--- src/rtl/panda_top_tb_harness_fifo.sv ---
// Synchronous first-word-fall-through sample FIFO; DEPTH must be a power of 2.
// Output data is forced to 0 while empty.
module pcap_sample_fifo #(
  parameter int DEPTH = 32,
  parameter int WIDTH = 32
) (
  input  logic             clk_i,
  input  logic             reset_i,
  input  logic             push,
  input  logic [WIDTH-1:0] push_data,
  input  logic             pop,
  output logic [WIDTH-1:0] pop_data,
  output logic             full,
  output logic             empty
);
  localparam int AW = $clog2(DEPTH);

  logic [WIDTH-1:0] mem [DEPTH];
  logic [AW:0]      wr_ptr, rd_ptr;
  logic             do_push, do_pop;

  // Extra pointer bit distinguishes full from empty when the indices match.
  assign empty   = (wr_ptr == rd_ptr);
  assign full    = (wr_ptr[AW] != rd_ptr[AW]) && (wr_ptr[AW-1:0] == rd_ptr[AW-1:0]);
  assign do_push = push & ~full;
  assign do_pop  = pop & ~empty;

  always_ff @(posedge clk_i) begin
    if (do_push) mem[wr_ptr[AW-1:0]] <= push_data;
  end

  always_ff @(posedge clk_i) begin
    if (reset_i) begin
      wr_ptr <= '0;
      rd_ptr <= '0;
    end else begin
      if (do_push) wr_ptr <= wr_ptr + 1'b1;
      if (do_pop)  rd_ptr <= rd_ptr + 1'b1;
    end
  end

  assign pop_data = empty ? '0 : mem[rd_ptr[AW-1:0]];
endmodule

--- config.mk ---
export PLATFORM = sky130hd
export DESIGN_NAME = pcap_sample_fifo
export DESIGN_NICKNAME = d
export VERILOG_FILES = /design/src/rtl/panda_top_tb_harness_fifo.sv
export SDC_FILE = /design/constraint.sdc
export NUM_CORES = 1
export LEC_CHECK = 0
export ABC_AREA = 1
export CAP_MARGIN = 25
export CORE_UTILIZATION = 40
export DETAILED_ROUTE_END_ITERATION = 16
export GPL_ROUTABILITY_DRIVEN = 0
export REMOVE_ABC_BUFFERS = 1
export SYNTH_ARGS = -nofsm -noshare
export SYNTH_HDL_FRONTEND = slang
export SYNTH_SLANG_ARGS = --single-unit
--- constraint.sdc ---
create_clock -name clk_i -period 7.09 [get_ports clk_i]
set_clock_uncertainty 0.1 [all_clocks]
set_input_delay 1.418 -clock clk_i [delete_from_list [all_inputs] [get_ports clk_i]]
set_output_delay 1.418 -clock clk_i [all_outputs]
set_load 0.01 [all_outputs]
==> out/results.txt <==
The first global-routing pass estimated 173000 um of wire. Clock-pin slew was measured on the worst setup and hold paths at 0.06 ns. For this block, the via count after detailed routing is 28800.

Adding up every negative setup slack in the final design gives 0 ns. Leaving out fill and tap cells, the most frequent cells in the layout are sky130_fd_sc_hd__nand2_1 (1257), sky130_fd_sc_hd__edfxtp_1 (1024), sky130_fd_sc_hd__nand3_1 (531). The latest clock arrival within the worst-skew pair was 0.68 ns; the final critical-path share of the clock period was 83.4%.

For this design the top-level I/O count stands at 70. IR analysis of the VDD net gives a maximum drop of 0.171 mV. At the end of the flow, the number of nets in the layout was 4124. The number of storage elements in the synthesis netlist works out to 1041.

By startpoint and endpoint, the worst setup path is classified as flop to primary output. The count of placed standard cells in the final layout, fillers left out is 5580, and the number of slew-limit violations in the final report is 0. STA puts the critical path data required time at 5.57 ns. In this run the power density over the cells is 274 nW/um2. Largest net degree at the start of global routing: 272. The critical path launch point type is a flop. Counting distinct cell types in the post-synthesis netlist gives 28. The clock passes through at most 3 buffers. The total wire length after detailed routing came out at 117000 um.

The number of hold buffers added after CTS was 0. Summing all placed instances gives a cell area of 46300 um2. The DRC violation total after the first TritonRoute iteration came out at 3163.

Setup repair after global routing left no endpoint under its margin. In this run the standard cell core region covers 109000 um2. Buffers added to address setup during post-CTS repair amount to 0.

The area growth from synthesis to layout is 13.8%. The logs give 9743 for the number of filler instances in the final layout and 3 for the number of levels the H-tree was split into. The library cell used most frequently in the layout, excluding fill and tap cells, is sky130_fd_sc_hd__nand2_1. Gate count of the mapped netlist: 4040. Clock tree synthesis inserted a total of 105 buffers.

The die is 333 um tall. For the minimum setup slack after placement, the log shows 2.06 ns. The floorplan has 121 rows. The synthesized design spends more area on one cell type than any other, namely sky130_fd_sc_hd__edfxtp_1.

The portion of the post-synthesis area used by sequential elements came out at 70.8%. The flow ran to the end, and the final reports show no timing, DRC or antenna violations. The worst pin sits at a relative slew slack of 24.7%. Averaged over all synthesized cells, the footprint is 10.9 um2. Final number of setup-violating endpoints: 0. Summed over all cells, the static leakage comes to 19.3 nW. From left edge to right edge, the die measures 333 um.

The tightest hold path in the finished design has a slack of 0.404 ns. The tightest min-delay check is of the flop to flop type. Global-route usage over all layers: 20.9%. In the final layout, the share of cells above drive strength 1 is 6.99%. Timing would allow up to 0.169 GHz. Detailed placement finished with a half-perimeter wire length of 59400 um. In the routed layout, each cell is associated on average with a via count of 5.16. The run gives 3 as the number of antenna violations at the first check in global routing.

The number of gates resized after CTS was 0. The run gives 1.18 ns as the final setup slack of the worst path. The tools report the post-route core utilization as 45.9%. The synthesized design devotes to its leading area cell type 70.0% of total area. The count of nets left with antenna violations once routing finished came out at 0. The cell area after synthesis was 43900 um2; the wire length per cell was 21.0 um. For the number of global-route vias before repair, the log shows 27000. STA puts the critical path data arrival time at 4.39 ns. In the routed design, unresolved DRC markers number 0. TritonCTS built the clock tree. The capturing element type of the critical path was a primary output. Yosys attributes the largest share of cell area to sky130_fd_sc_hd__edfxtp_1 (70%), sky130_fd_sc_hd__nand2_1 (11%), sky130_fd_sc_hd__nand3_1 (6.0%).

The clock drives 1041 sinks. The cell sitting at the root of the clock tree is a sky130_fd_sc_hd__clkbuf_16. Top fanout value on the critical path: 254.

The aggregate global routing overflow was 0; the placed cell count was 5366. The run gives 0 as the number of warning messages in the yosys log. With fillers left out, the area of the finished cells amounts to 50000 um2. The total chip power is 13.7 mW.

The run gives 6 as the number of optimization iterations in the first detailed-route pass. The number of buffers inserted by port buffering was 69; the area of the die was 111000 um2. Number of hold-slack violations in the final timing report: 0. Across the run, the number of max-cap violations was 0.

At the pin with the least slew margin, the transition time is 1.13 ns. The initial utilization of the core area, before any placement, comes to 40.4%. Subtracting the final worst setup slack from the clock period gives 5.91 ns.
-- cells by family after synthesis --
group           count (synthesis)  share of synthesized area (%)
compound gates                219                           2.84
xor+xnor                       11                          0.219
fa+ha+maj                       5                          0.142
buf+inv                       629                           6.14
flops                        1041                           70.8
simple gates                 2135                           19.9
-- report_power, final --
| group | internal, mW | switching [mW] |
|---|---|---|
| logic | 0.538 | 1.13 |
| registers | 6.80 | 0.0374 |
| clock network | 2.90 | 2.29 |
-- flip-flops by register name, indices dropped and copies added, names as in the netlist, named ones only --
register / count
wr_ptr: 6
mem: 1024
rd_ptr: 6
-- path summary, 6_finish.rpt --
check	startpoint	end	slack [ns]	cells after the start
max	flop	pop_data[13]	1.18	12
min	wr_ptr[5]$_SDFFE_PP0P_	wr_ptr[5]$_SDFFE_PP0P_	0.40	2
max reg2reg	wr_ptr[2]$_SDFFE_PP0P_	mem[7][4]$_DFFE_PP_	3.63	8
min reg2reg	wr_ptr[5]$_SDFFE_PP0P_	wr_ptr[5]$_SDFFE_PP0P_	0.40	2
-- final cells by class --
cell class | count | area (um2) | area share [%]
diodes | 2 | 5.00 | 0.0100
clock buffers | 138 | 2820 | 5.65
inverters | 403 | 1540 | 3.09
well taps | 1414 | 1770 | 3.54
repair buffers | 162 | 2000 | 3.99
clock inverters | 50 | 340 | 0.681
multi-input cells | 2370 | 10400 | 20.8
flip-flops and latches | 1041 | 31100 | 62.2
-- metal layers --
layer	up-vias	global-route usage [%]	share of wire, %	wire [um]
met5	-	0	0.011	13
met4	2	6.55	2.5	2980
met3	163	2.79	7.0	8190
met2	991	33.7	47	54500
met1	14100	29.2	44	51200
li1	13600	-	-	-
-- Yosys cell counts (all sizes together) --
cell type	count
clkbuf	45
nand2	1262
o21ai	145
edfxtp	1024
nor2	338
xnor2	2
nand3b	2
a21oi	27
dfxtp	17
nand3	531
nand4	2
buf	181
xor2	9
ha	5
inv	403
o211ai	47
-- critical path: stages (launching register included) --
cell,delay [ns]
sky130_fd_sc_hd__dfxtp_4,0.45
sky130_fd_sc_hd__inv_16,0.14
sky130_fd_sc_hd__buf_16,0.81
sky130_fd_sc_hd__buf_4,0.75
sky130_fd_sc_hd__nand2_1,0.10
sky130_fd_sc_hd__nand2_1,0.08
sky130_fd_sc_hd__nand2_1,0.06
sky130_fd_sc_hd__nand3_1,0.11
sky130_fd_sc_hd__nand3_1,0.10
sky130_fd_sc_hd__nand3_1,0.12
sky130_fd_sc_hd__nand2_1,0.09
sky130_fd_sc_hd__nor2_1,0.21
sky130_fd_sc_hd__clkdlybuf4s50_1,0.60
(Power assumes the default switching activity.)
